### config.mk
export PLATFORM = sky130hd
export DESIGN_NAME = alu_seq_ctrl
export DESIGN_NICKNAME = d
export VERILOG_FILES = /design/src/rtl/alu_pkg.sv /design/src/rtl/alu_seq_ctrl_alu.sv /design/src/rtl/alu_seq_ctrl.sv
export SDC_FILE = /design/constraint.sdc
export NUM_CORES = 1
export LEC_CHECK = 0
export BUFFER_PORTS_ARGS = -buffer_cell sky130_fd_sc_hd__buf_2
export CAP_MARGIN = 40
export CORE_MARGIN = 3
export CORE_UTILIZATION = 33
export DETAILED_ROUTE_END_ITERATION = 12
export HOLD_SLACK_MARGIN = 0.1
export PLACE_DENSITY_LB_ADDON = 0.12
export SETUP_SLACK_MARGIN = 0.4
export SLEW_MARGIN = 25
export SYNTH_ARGS = -nofsm -noshare
export SYNTH_HDL_FRONTEND = slang
export SYNTH_SLANG_ARGS = --single-unit
### constraint.sdc
create_clock -name clk -period 13.22 [get_ports clk]
set_input_delay 1.322 -clock clk [delete_from_list [all_inputs] [get_ports clk]]
set_output_delay 1.322 -clock clk [all_outputs]
set_load 0.01 [all_outputs]
### src/rtl/alu_pkg.sv
// Shared ALU function codes, sequencer state encoding and decode helper.
// No logic of its own; imported by the ALU and by the sequencer.
package alu_pkg;

  localparam logic [2:0] ALU_ADD = 3'b000;
  localparam logic [2:0] ALU_XOR = 3'b001;
  localparam logic [2:0] ALU_AND = 3'b010;
  localparam logic [2:0] ALU_OR  = 3'b011;
  localparam logic [2:0] ALU_NOR = 3'b100;
  localparam logic [2:0] ALU_SRL = 3'b101;
  localparam logic [2:0] ALU_SLL = 3'b110;
  localparam logic [2:0] ALU_SUB = 3'b111;

  typedef enum logic [1:0] {
    S_IDLE  = 2'd0,
    S_SHIFT = 2'd1,
    S_DONE  = 2'd2
  } state_t;

  function automatic logic is_shift(input logic [2:0] func_sel);
    return (func_sel == ALU_SRL) || (func_sel == ALU_SLL);
  endfunction

endpackage

### src/rtl/alu_seq_ctrl_alu.sv
// 32-bit single-pass ALU: combinational, zero latency, no flow control.
// Shifts move operand0 by exactly one bit; operand1 is ignored for them.
module ALU
  import alu_pkg::*;
(
  input  logic [31:0] operand0_i,
  input  logic [31:0] operand1_i,
  input  logic [2:0]  func_sel_i,
  output logic [31:0] out_o,
  output logic [1:0]  status_o
);

  always_comb begin
    out_o = 32'd0;
    case (func_sel_i)
      ALU_ADD: out_o = operand0_i + operand1_i;
      ALU_XOR: out_o = operand0_i ^ operand1_i;
      ALU_AND: out_o = operand0_i & operand1_i;
      ALU_OR:  out_o = operand0_i | operand1_i;
      ALU_NOR: out_o = ~(operand0_i | operand1_i);
      ALU_SRL: out_o = {1'b0, operand0_i[31:1]};
      ALU_SLL: out_o = {operand0_i[30:0], 1'b0};
      ALU_SUB: out_o = operand0_i - operand1_i;
      default: out_o = 32'd0;
    endcase
  end

  assign status_o = {out_o[31], (out_o == 32'd0)};

endmodule

### src/rtl/alu_seq_ctrl.sv
// Sequencer around the one-bit-per-pass ALU: 1 cycle for single-pass ops, n+1 for shift by n.
// One op in flight; req_ready only in IDLE, result held in DONE until rsp_ready.
module alu_seq_ctrl
  import alu_pkg::*;
(
  input  logic        clk,
  input  logic        reset,
  input  logic        req_valid,
  output logic        req_ready,
  input  logic [2:0]  req_funcSel,
  input  logic [31:0] req_operand0,
  input  logic [31:0] req_operand1,
  output logic        rsp_valid,
  input  logic        rsp_ready,
  output logic [31:0] rsp_out,
  output logic [1:0]  rsp_status
);

  state_t      state_q, state_d;
  logic [31:0] acc_q, acc_d;
  logic [4:0]  cnt_q, cnt_d;
  logic [2:0]  dir_q, dir_d;

  logic [31:0] alu_op0;
  logic [31:0] alu_op1;
  logic [2:0]  alu_func;
  logic [31:0] alu_out;
  logic [1:0]  alu_status;
  logic        accept;

  // While iterating, the ALU re-shifts the accumulator by one bit per cycle.
  always_comb begin
    alu_op0  = req_operand0;
    alu_op1  = req_operand1;
    alu_func = req_funcSel;
    if (state_q == S_SHIFT) begin
      alu_op0  = acc_q;
      alu_op1  = 32'd0;
      alu_func = dir_q;
    end
  end

  ALU u_alu (
    .operand0_i (alu_op0),
    .operand1_i (alu_op1),
    .func_sel_i (alu_func),
    .out_o      (alu_out),
    .status_o   (alu_status)
  );

  assign req_ready = (state_q == S_IDLE) & ~reset;
  assign accept    = req_valid & req_ready;

  always_comb begin
    state_d = state_q;
    acc_d   = acc_q;
    cnt_d   = cnt_q;
    dir_d   = dir_q;
    case (state_q)
      S_IDLE: begin
        if (accept) begin
          state_d = S_DONE;
          if (is_shift(req_funcSel)) begin
            acc_d = req_operand0;
            if (req_operand1[4:0] != 5'd0) begin
              cnt_d   = req_operand1[4:0];
              dir_d   = req_funcSel;
              state_d = S_SHIFT;
            end
          end else begin
            acc_d = alu_out;
          end
        end
      end
      S_SHIFT: begin
        acc_d = alu_out;
        cnt_d = cnt_q - 5'd1;
        if (cnt_q == 5'd1) begin
          state_d = S_DONE;
        end
      end
      S_DONE: begin
        if (rsp_ready) begin
          state_d = S_IDLE;
        end
      end
      default: state_d = S_IDLE;
    endcase
  end

  always_ff @(posedge clk) begin
    if (reset) begin
      state_q <= S_IDLE;
      acc_q   <= 32'd0;
      cnt_q   <= 5'd0;
      dir_q   <= 3'd0;
    end else begin
      state_q <= state_d;
      acc_q   <= acc_d;
      cnt_q   <= cnt_d;
      dir_q   <= dir_d;
    end
  end

  // Status is recomputed from acc so the shift-by-zero bypass is covered too;
  // the ALU's own flags only serve as a consistency check here.
  always_ff @(posedge clk) begin
    if (!reset) begin
      assert (alu_status == {alu_out[31], (alu_out == 32'd0)});
    end
  end

  assign rsp_valid  = (state_q == S_DONE);
  assign rsp_out    = acc_q;
  assign rsp_status = {acc_q[31], (acc_q == 32'd0)};

endmodule
# ---- After elaboration in Yosys (flattened, before gate mapping)
# Index checks and enable logic that the tools add are counted.
dict set report word_totals {
  elab_cells 58
  output_inout_bits 36
  inputBits 71
  regBits 42
}
dict set report classes {
  reduce_logical 10
  bitwise 7
  eq_ne 17
  muxes 17
  n_addsub 3
}
# operator count
set op_table {}
lappend op_table {{one-hot mux 32 bit (8 select lines)} 1}
lappend op_table {{2-to-1 mux 32 bit} 4}
lappend op_table {{one-hot mux 32 bit (2 select lines)} 1}
lappend op_table {{adder 32 bit} 1}
lappend op_table {{bitwise AND 32 bit} 1}
lappend op_table {{logical NOT 32 bit} 1}
lappend op_table {{NOT 32 bit} 1}
lappend op_table {{bitwise OR 32 bit} 1}
lappend op_table {{subtractor 32 bit} 1}
lappend op_table {{bitwise XOR 32 bit} 1}
lappend op_table {{equality test 3 bit (second input constant)} 6}
lappend op_table {{2-to-1 mux 5 bit} 3}
lappend op_table {{2-to-1 mux 2 bit} 5}
lappend op_table {{one-hot mux 5 bit (2 select lines)} 1}
lappend op_table {{inequality test 2 x 1 -> 1 bit (second input constant)} 4}
lappend op_table {{AND reduction 4 bit} 2}
lappend op_table {{equality test 3 x 2 -> 1 bit (second input constant)} 2}
lappend op_table {{one-hot mux 2 bit (3 select lines)} 1}
lappend op_table {{equality test 5 x 1 -> 1 bit (second input constant)} 1}
lappend op_table {{nonzero test 5 bit} 1}
lappend op_table {{subtractor 5 x 1 -> 5 bit (second input constant)} 1}
lappend op_table {{equality test 3 x 1 -> 1 bit (second input constant)} 1}
lappend op_table {{logical NOT 3 bit} 1}
lappend op_table {{2-to-1 mux 3 bit} 1}
lappend op_table {{other kinds (10)} 11}

# ---- Logic depth before layout (Yosys ltp)
# Gate-level depths: netlist of the first run.
dict set report logic_depth {
  ltp_word 8
  ltp_mapped 23
  mapped_depth_nobuf 18
}

# ---- Cells and area by module
# Synthesis of the first run repeated with hierarchy kept, for this count alone.
dict set report hier_totals {
  cells_unflattened 1158
  area_unflattened_um2 7970.1
}
# mod n_inst seq_area_each_um2 cells_each area_each_um2
set by_module_without_submodules {}
lappend by_module_without_submodules {ALU 1 0.0 775 5226.3}
lappend by_module_without_submodules {alu_seq_ctrl 1 840.8 383 2743.9}

# ---- Worst setup path after synthesis of the first run
# OpenSTA, ideal clock, no wires.
dict set report synth_path {
  path_kind {input to register}
  from {input req_funcSel[2]}
  to {register acc_q[19], in the netlist rsp_out[19]}
  arrival_ns 4.885
  required_ns 13.098
  path_buffers 4
  path_slack_ns 8.213
  path_stages 18
  setup_ns 0.122
  path_cell_list {clkbuf_2 inv_1 o31ai_1 clkbuf_1 and2_1 clkbuf_1 clkbuf_1 nor2_1 xnor2_1 ha_1 o21a_1 o31ai_1 a21oi_1 a31oi_2 a2111oi_0 or4_1 a31oi_1 nor4_1}
}
dict set report synth_between {
  elab_chain_len 6
}
# item line
set synth_rtl {}
lappend synth_rtl {{from (decl)} alu_seq_ctrl.sv:10} ;# input logic [2:0] req_funcSel,
lappend synth_rtl {{2-to-1 mux 3 bit} alu_seq_ctrl.sv:36} ;# if (state_q == S_SHIFT) begin
lappend synth_rtl {{equality test 3 bit (tied with other cells)} alu_seq_ctrl_alu.sv:15} ;# case (func_sel_i)
lappend synth_rtl {{one-hot mux 32 bit (8 select lines)} alu_seq_ctrl_alu.sv:15}
lappend synth_rtl {{2-to-1 mux 32 bit} alu_seq_ctrl.sv:63} ;# if (is_shift(req_funcSel)) begin
lappend synth_rtl {{2-to-1 mux 32 bit} alu_seq_ctrl.sv:61} ;# if (accept) begin
lappend synth_rtl {{one-hot mux 32 bit (2 select lines) *} alu_seq_ctrl.sv:59} ;# case (state_q)
lappend synth_rtl {{to (signal assigned)} alu_seq_ctrl.sv:94} ;# acc_q <= 32'd0;
lappend synth_rtl {{to (signal assigned)} alu_seq_ctrl.sv:99} ;# acc_q <= acc_d;
lappend synth_rtl {{to (decl)} alu_seq_ctrl.sv:20} ;# logic [31:0] acc_q, acc_d;
# Every way passes the cells marked *; elsewhere a longest branch is shown, timed or not. The select of a mux whose other input is x is not followed.
# A chain may end at the register's enable or synchronous reset.

# ---- Final worst setup path of the first run
dict set report layout_path {
  from {input req_operand1[7]}
  to {register acc_q[31], in the netlist rsp_out[31]}
}
dict set report layout_between {
  elab_chain_len 6
}
# item line
set layout_rtl {}
lappend layout_rtl {{from (decl)} alu_seq_ctrl.sv:12} ;# input logic [31:0] req_operand1,
lappend layout_rtl {{2-to-1 mux 32 bit *} alu_seq_ctrl.sv:36}
lappend layout_rtl {{subtractor 32 bit / adder 32 bit (equally long branches)} {alu_seq_ctrl_alu.sv:23, alu_seq_ctrl_alu.sv:16}}
lappend layout_rtl {{one-hot mux 32 bit (8 select lines) *} alu_seq_ctrl_alu.sv:15}
lappend layout_rtl {{2-to-1 mux 32 bit} alu_seq_ctrl.sv:63}
lappend layout_rtl {{2-to-1 mux 32 bit} alu_seq_ctrl.sv:61}
lappend layout_rtl {{one-hot mux 32 bit (2 select lines) *} alu_seq_ctrl.sv:59}
# Marks and branches as above.

==> run summary, run 1 <==
Largest area contributor in the netlist: ha_1
Max cap viols: 0
CP dominant cell by count: and3_1
Design area: 8260 um2
Dpl cells: 1,374
Crit Path Max Fanout: 7
Share of Yosys cell area claimed by the top area cell type: 0.167
Hold Buf Count CTS: 0
Mapped Cells: 1,034
Max incr delay on CP: 0.62 ns
Worst setup EP type: register
WL final: 31.2 mm
Initial antenna violation count: 0
Pin count of the biggest net entering global routing: 48
Standard-cell row count: 53
CTS resizes: 0
Grt ovf: 0
Number of flops mapped to enable cells by yosys: 0
Worst Clk Skew: 0.0113 ns
Die W: 155 um
Syn Nets: 1,204
H-tree depth: 2
Clk root buf: clkbuf_16
Share of layout cells above drive strength 1: 0.144
Worst path slowest cell: nor3_1
Main combinational cell family by area after synthesis: compound AO/OA/AOI/OAI gates
Ys flop type: dfxtp_1
Hold Slack: 0.487 ns
GP Congestion: 0.929
Complex-gate fraction of the synthesized area: 0.308
Fraction of synthesized area in multiplexers: 0.0567
Endpoints failing setup: 0
RSZ-0062 raised after global routing: false
Final hold violation count: 0
Mean routed wirelength per cell: 22.5 um
Setup TNS: 0 ns
Required time worst endpoint: 13.40 ns
Power Dens Cells: 87.7 nW/um2
Hold/Removal Path Class: register to register
Crit Path Category: input port to register
Post-detail-place hpwl: 23.1 mm
Yosys warning count: 0
Synthesized area per cell: 7.09 um2
CTS Sinks: 42
Main area contributors after synthesis: ha_1, dfxtp_1, nor2_1
Final period utilization: 0.426
Core region area: 21,400 um2
CTS clk-pin slew, worst paths: 0.08 ns
CTS tree: built
Post-route DRC: 0
Ant. Diodes: 0
Final Power: 724 uW
Setup slack after placement: 7.38 ns
Static Leak: 4.01 nW
XOR/XNOR Fraction of Synth Area: 0.0548
Relative slew slack: 0.420
Adder-cell share of the synthesized area: 0.170
Detailed-route via count: 8,281
Iteration-0 DRC Markers: 802
Filler instances: 2,359
Synth Area in Simple Gates: 0.215
Setup ws final: 7.58 ns
Post-synth cell types: 71
Global-route wire length before repair: 47.3 mm
Pins Over Slew Limit: 0
Placed instance area: 8110 um2
Synth async-reset ratio: 0
Die extent in y: 155 um
IO Port Bufs: 106
CP cell instances: buf_2, or4_1, nor3_2, a31oi_1, nor3_1, a21oi_1, xnor2_1, ha_1, and2_1, and3_1, and3_1, nand3_1, o21a_1, a221o_1, xnor2_2, o22ai_1
Crit path DAT: 5.82 ns
Die area: 24,000 um2
Final Util: 0.386
DR vias/cell: 5.99
Min cycle time layout: 5.64 ns
1st-pass router iterations: 5
Setup Fix Bufs, Post-CTS: 0
Peak supply drop: 53.0 uV
Mapped Area: 7330 um2
Net count, final: 1,276
Seq cells post-synth: 42
Worst-Margin Slew: 0.868 ns
Initial core utilization: 0.342
Vias in the first global route: 7,923
CTS Buffer Depth: 2
Non-filler cells, final: 1,382
Total track usage: 0.252
Clock latency on the worst-skew pair: 0.31 ns
Critical path launch point type: input port
Area growth syn-to-layout: 12.7%
ANT nets after route: 0
Outcome: finished clean
Fmax: 177 MHz
IO Pins: 107
Post-synthesis sequential area ratio: 0.115
CTS Buf Count: 5
[worst paths after layout]
kind	slack, ns	from	end	cells past startpoint
worst max-delay path	7.58	req_operand1[7]	rsp_out[31]	16
worst max register to register	7.69	state_q[1]	rsp_out[23]	13
worst min register to register	0.49	rsp_out[6]	rsp_out[6]	2
worst min-delay path	0.49	rsp_out[6]	rsp_out[6]	2
[placed cells by master (no fill, tap or decap), types with 32 or more instances in the layout]
master and instances:
a21oi_1 67, nand2_1 94, o22ai_1 33, nor3_1 32
nor2_1 105, ha_1 98, mux2i_1 36, inv_1 81
o21ai_0 56, dfxtp_1 42, buf_2 108
[flip-flops by register name (all words and copies together) (netlist names)]
register	flops
state_q	2
dir_q	3
cnt_q	5
rsp_out	32
[cell families (layout without fill, tap and decap cells)]
logic type / Yosys count / count (layout)
AND/OR/NAND/NOR: 328 / 328
AO/OA/AOI/OAI: 337 / 337
flip-flops: 42 / 42
buffers and inverters: 142 / 215
adder cells (fa/ha/maj): 99 / 99
XOR/XNOR: 45 / 45
multiplexers: 41 / 41
[power breakdown]
part	switching, mW	internal (mW)
Combinational	0.264	0.159
Clock	0.0707	0.0729
Sequential	0.0179	0.139
[per-layer routing]
metal,vias to the layer above,wire (um),GRT usage
li1,3991,-,-
met1,3877,13800,0.337
met2,357,14000,0.407
met3,56,2410,0.0509
met4,0,941,0.0824
met5,-,0,0
[worst max-delay path: cells and delay by family]
family	cells	cell delay (ns)
AOI/OAI and AO/OA	5	1.20
and+or+nand+nor	7	2.43
buffers and inverters	1	0.13
adders and majority gates	1	0.36
xor gates and xnor gates	2	0.37
[Yosys cell counts, drive strengths merged (23+ instances only)]
| cell type | number |
|---|---|
| nor2 | 106 |
| ha | 98 |
| nand2 | 94 |
| inv | 81 |
| a21oi | 67 |
| o21ai | 59 |
| clkbuf | 47 |
| dfxtp | 42 |
| mux2i | 37 |
| nor3 | 33 |
| o22ai | 33 |
| xnor2 | 27 |
| a31oi | 23 |
[final cells by class]
class / count / area, um2 / share of cell area
sequential: 42 / 841 / 0.102
inverter: 81 / 304 / 0.0368
multi-input combinational: 850 / 5920 / 0.717
tap: 275 / 344 / 0.0417
clock buffer: 5 / 125 / 0.0151
clock inverter: 3 / 28.8 / 0.00348
timing repair buffer: 126 / 696 / 0.0842
No activity file was read; power rests on OpenSTA's default activity.
==> run 2: changes to the inputs <==
clock period = 5.3 ns   (was 13.22 ns; I/O delays follow)
==> run 2 against run 1 <==
  * Worst hold slack about the same
  * Core utilization up 0.41 points
  * Cell area grew 1.1%
  * First-iteration DRC count rose by 0.37%
  * Die area unchanged
  * Global-route usage decreased by 0.14 points
  * Non-clock buffer count increased by 11
  * Register-to-register slack worse by 6.9 ns
  * Sequential share of layout area decreased by 0.11 points
  * Sequential cell count did not move
  * Count of clock-buffer cells in the layout stayed put
  * Combinational power increased to 2.5 times the previous value
  * Largest cell class unchanged
==> run summary, run 2 (synthesis results as in run 1) <==
Outcome: finished clean
Pin count of the biggest net entering global routing: 58
Die area: 24,000 um2
Max cap viols: 0
Sequential power share: 0.215
Crit Path Category: register to register
Commonest non-fill, non-tap cell in the layout: buf_2
Post-route DRC: 0
Standard-cell row count: 53
Crit Path Max Fanout: 14
Reg2reg end: rsp_out[27]
Ant. Diodes: 0
Largest register FFs: 32
Die extent in y: 155 um
Initial core utilization: 0.342
Power Dens Cells: 218 nW/um2
Die W: 155 um
DR vias/cell: 5.97
CTS Buf Count: 5
Worst path slowest cell: dfxtp_1
Crit Reg-Reg Startpoint: state_q[0]
Non-filler cells, final: 1,393
Max incr delay on CP: 0.62 ns
GP Congestion: 0.969
Final Power: 1.82 mW
Worst-Margin Slew: 0.911 ns
CP dominant cell by count: o21ai_0
Sw Share: 0.486
Clk root buf: clkbuf_16
R2R depth: 18
Pins Over Slew Limit: 0
Setup TNS: 0 ns
ANT nets after route: 0
Hold Slack: 0.487 ns
Hold path endpoint: rsp_out[7]
Static Leak: 4.06 nW
Core region area: 21,400 um2
Endpoints failing setup: 0
Total track usage: 0.251
Design area: 8350 um2
IO Port Bufs: 106
H-tree depth: 2
Dpl cells: 1,382
Global-route wire length before repair: 47.5 mm
Min cycle time layout: 4.52 ns
CTS clk-pin slew, worst paths: 0.08 ns
Worst path buffer plus inverter count: 1
Critical path's top delay family: simple AND/OR/NAND/NOR gates
Filler instances: 2,306
CP cell instances: nand2b_4, nand2_1, ha_1, inv_1, or3_1, o21ai_0, nand2_1, o21ai_0, a32oi_1, ha_1, nand4_1, or2_2, o22ai_1, nor2_1, o22ai_1, a31oi_1, mux2i_1, o21ai_0
Grt ovf: 0
Setup Fix Bufs, Post-CTS: 0
Final hold violation count: 0
CTS tree: built
1st-pass router iterations: 8
Final period utilization: 0.852
Relative slew slack: 0.390
NetSw: 885 uW
Net count, final: 1,287
RSZ-0062 raised after global routing: false
Hold/Removal Path Class: register to register
Worst path depth: 18
Mean routed wirelength per cell: 22.4 um
CTS Buffer Depth: 2
Worst Clk Skew: 0.00890 ns
Iteration-0 DRC Markers: 805
Comb pwr share: 0.589
WL final: 31.2 mm
Hold_sp: rsp_out[7]
Clock share of power: 0.196
Share of layout cells above drive strength 1: 0.153
Worst setup EP type: register
Crit path DAT: 4.71 ns
Clock latency on the worst-skew pair: 0.31 ns
Initial antenna violation count: 0
Required time worst endpoint: 5.49 ns
P_int: 937 uW
IO Pins: 107
Post-detail-place hpwl: 23.8 mm
Peak supply drop: 115 uV
Vias in the first global route: 8,002
CTS Sinks: 42
Most frequent cells in the layout: buf_2, nor2_1, ha_1, nand2_1, inv_1
Worst hold stages: 2
FF-to-FF setup slack: 0.78 ns
Detailed-route via count: 8,317
Fmax: 221 MHz
Critical path launch point type: register
Placed instance area: 8160 um2
Area growth syn-to-layout: 13.9%
## run 2: changes by cell type in the layout (fill, tap and decap cells not counted), moves of 2 or more
cell	delta
buf_6	+2
buf_4	+9
inv_6	+2
buf_2	-2
## run 2: cell type report
type | count | area (um2) | area share
clock buffer | 5 | 125 | 0.0150
clock inverter | 3 | 26.3 | 0.00315
inverter | 81 | 304 | 0.0364
multi-input combinational | 850 | 5930 | 0.710
sequential | 42 | 841 | 0.101
tap | 275 | 344 | 0.0412
timing repair buffer | 137 | 779 | 0.0934
## run 2: worst max path at each step
stage,from,to
final,state_q[0],rsp_out[27]
after global routing,state_q[0],rsp_out[27]
after CTS,state_q[0],rsp_out[27]
after detailed placement,req_operand1[7],rsp_out[27]
after global placement,req_operand1[7],rsp_out[27]
after floorplan,state_q[1],rsp_out[31]
## run 2: power groups by stage
stage / Clock, mW / Sequential [mW] / Combinational [mW]
after CTS: 0.367 / 0.392 / 1.05
after detailed placement: 0 / 0.399 / 1.05
after global placement: 0 / 0.399 / 1.06
after global routing: 0.379 / 0.398 / 1.18
final: 0.357 / 0.392 / 1.07
after floorplan: 0 / 0.393 / 0.712
## run 2: per-stage QoR
| step | util | setup slack, ns |
|---|---|---|
| 6_report | 0.390 | 0.784 |
| 5_1_grt | 0.390 | 0.419 |
| 4_1_cts | 0.388 | 0.834 |
| 3_5_place_dp | 0.381 | 0.537 |
| 3_3_place_gp | 0.381 | 0.637 |
| 2_1_floorplan | - | 0.831 |
## run 2: metal layers
layer	track usage	share of wire	wire, um
met5	0	0	0
met4	0.0580	0.019	597
met3	0.0339	0.070	2190
met2	0.419	0.46	14400
met1	0.343	0.45	14000
## run 2: worst min-delay path: cells and delay by family (launching register included)
| family | cells | cell delay [ns] |
|---|---|---|
| compound gates | 1 | 0.05 |
| simple gates | 1 | 0.06 |
| flops | 1 | 0.33 |
## run 2: what timing repair did
| action | CTS | global route |
|---|---|---|
| endpoints found under the setup margin | 0 | 2 |
| gates resized for setup | 0 | 1 |
| hold buffers | 0 | 0 |
==> run 3: changes to the inputs <==
CORE_ASPECT_RATIO = 0.9   (was default)
==> run 3 against run 2 <==
  * Die area about the same
  * Largest cell class unchanged
  * Critical path type unchanged
  * Sequential share of layout area about the same
  * Total power down 0.52%
==> run summary, run 3 (synthesis results as in run 1) <==
Outcome: finished clean
Die area: 24,000 um2
Worst Clk Skew: 0.0102 ns
Critical path launch point type: register
CTS tree: built
Setup TNS: 0 ns
Final period utilization: 0.858
Vias in the first global route: 8,014
Relative slew slack: 0.403
Worst path slowest cell: mux2_2
Die extent in y: 147 um
Clock latency on the worst-skew pair: 0.31 ns
Iteration-0 DRC Markers: 712
Hold Buf Count CTS: 0
Hold path endpoint: rsp_out[7]
Setup Fix Bufs, Post-CTS: 0
H-tree depth: 2
Post-detail-place hpwl: 23.8 mm
Crit path DAT: 4.72 ns
Power Dens Cells: 217 nW/um2
Largest register FFs: 32
Grt ovf: 0
Area growth syn-to-layout: 13.9%
Hold/Removal Path Class: register to register
Mean routed wirelength per cell: 22.2 um
CTS Buf Count: 5
Worst setup EP type: register
CTS clk-pin slew, worst paths: 0.08 ns
Min cycle time layout: 4.55 ns
Placed instance area: 8180 um2
FF-to-FF setup slack: 0.75 ns
Post-route DRC: 0
Initial core utilization: 0.337
CTS Sinks: 42
WL final: 31.1 mm
IO Pins: 107
GP Congestion: 0.974
ANT nets after route: 0
Share of layout cells above drive strength 1: 0.154
Ant. Diodes: 0
Reg2reg end: rsp_out[22]
Crit Path Category: register to register
Endpoints failing setup: 0
Filler instances: 2,370
Peak supply drop: 112 uV
Core region area: 21,800 um2
Crit Path Max Fanout: 13
Worst-Margin Slew: 0.893 ns
CTS Buffer Depth: 2
Max incr delay on CP: 0.47 ns
RSZ-0062 raised after global routing: false
Final hold violation count: 0
Net count, final: 1,283
R2R depth: 16
Pins Over Slew Limit: 0
Initial antenna violation count: 0
Max cap viols: 0
Worst hold stages: 2
CP dominant cell by count: nand2_1
Commonest non-fill, non-tap cell in the layout: buf_2
CP cell instances: nand2b_4, mux2_2, nand2_1, buf_4, nand2_1, xnor2_1, nand2_1, ha_1, nand3_1, nor3_1, nand4_1, and3_1, nor2_1, xor2_1, a221oi_1, nor4_1
Most frequent cells in the layout: buf_2, nor2_1, ha_1, nand2_1, inv_1
Hold_sp: rsp_out[7]
Crit Reg-Reg Startpoint: state_q[1]
Clk root buf: clkbuf_16
Pin count of the biggest net entering global routing: 66
Standard-cell row count: 51
1st-pass router iterations: 5
Die W: 163 um
Global-route wire length before repair: 47.4 mm
Design area: 8350 um2
CTS resizes: 0
Static Leak: 4.04 nW
Fmax: 220 MHz
DR vias/cell: 5.94
Required time worst endpoint: 5.47 ns
Detailed-route via count: 8,347
Total track usage: 0.253
IO Port Bufs: 106
-- run 3: changes by cell type in the layout (fill, tap and decap cells not counted), moves of 2 or more --
cell | previous run | this run
inv_6 | 3 | 1
dfxtp_1 | 42 | 40
buf_4 | 26 | 21
dfxtp_2 | 0 | 2
-- run 3: how the worst max path moves through the flow --
stage                          startpoint          end  slack (ns)
after floorplan                state_q[1]  rsp_out[31]        0.83
after global placement    req_operand1[7]  rsp_out[22]        0.55
after detailed placement  req_operand1[7]  rsp_out[22]        0.41
after CTS                      state_q[0]  rsp_out[22]        0.64
after global routing      req_operand1[7]  rsp_out[22]        0.52
final                          state_q[1]  rsp_out[22]        0.75
-- run 3: critical path, delay by kind of cell (launching register included) --
| kind | cells | cell delay [ns] |
|---|---|---|
| simple gates | 10 | 2.11 |
| flops | 1 | 0.46 |
| compound gates | 1 | 0.34 |
| xor+xnor | 2 | 0.29 |
| fa+ha+maj | 1 | 0.45 |
| buf+inv | 1 | 0.27 |
| mux | 1 | 0.47 |
-- run 3: power breakdown --
part           leakage (nW)  internal, mW  switching (mW)  total (mW)
logic                  3.63         0.406           0.670        1.08
registers             0.345         0.348          0.0451       0.393
clock network        0.0704         0.178           0.166       0.344
-- run 3: per-layer routing --
layer	global-route usage	routed length, um	vias up
met1	0.358	14300	3947
li1	-	-	4001
met4	0.0757	816	0
met5	0	0	-
met2	0.391	13600	357
met3	0.0460	2430	42
-- run 3: per-stage QoR --
step	hold WS [ns]	util	setup WS, ns	total power [mW]	cells
6_report	0.494	0.384	0.753	1.81	1405
5_1_grt	0.507	0.384	0.523	1.94	1405
4_1_cts	0.495	0.383	0.640	1.81	1404
3_5_place_dp	0.479	0.376	0.407	1.45	1396
3_3_place_gp	0.485	0.374	0.551	1.45	1392
2_1_floorplan	0.462	-	0.831	1.11	1034
-- run 3: area by class of cell --
cell class | instances | area [um2] | share of cell area
inverter | 81 | 304 | 0.0364
sequential | 42 | 843 | 0.101
clock buffer | 5 | 125 | 0.0150
timing repair buffer | 133 | 758 | 0.0908
clock inverter | 3 | 25.0 | 0.00300
multi-input combinational | 850 | 5930 | 0.710
tap | 291 | 364 | 0.0436
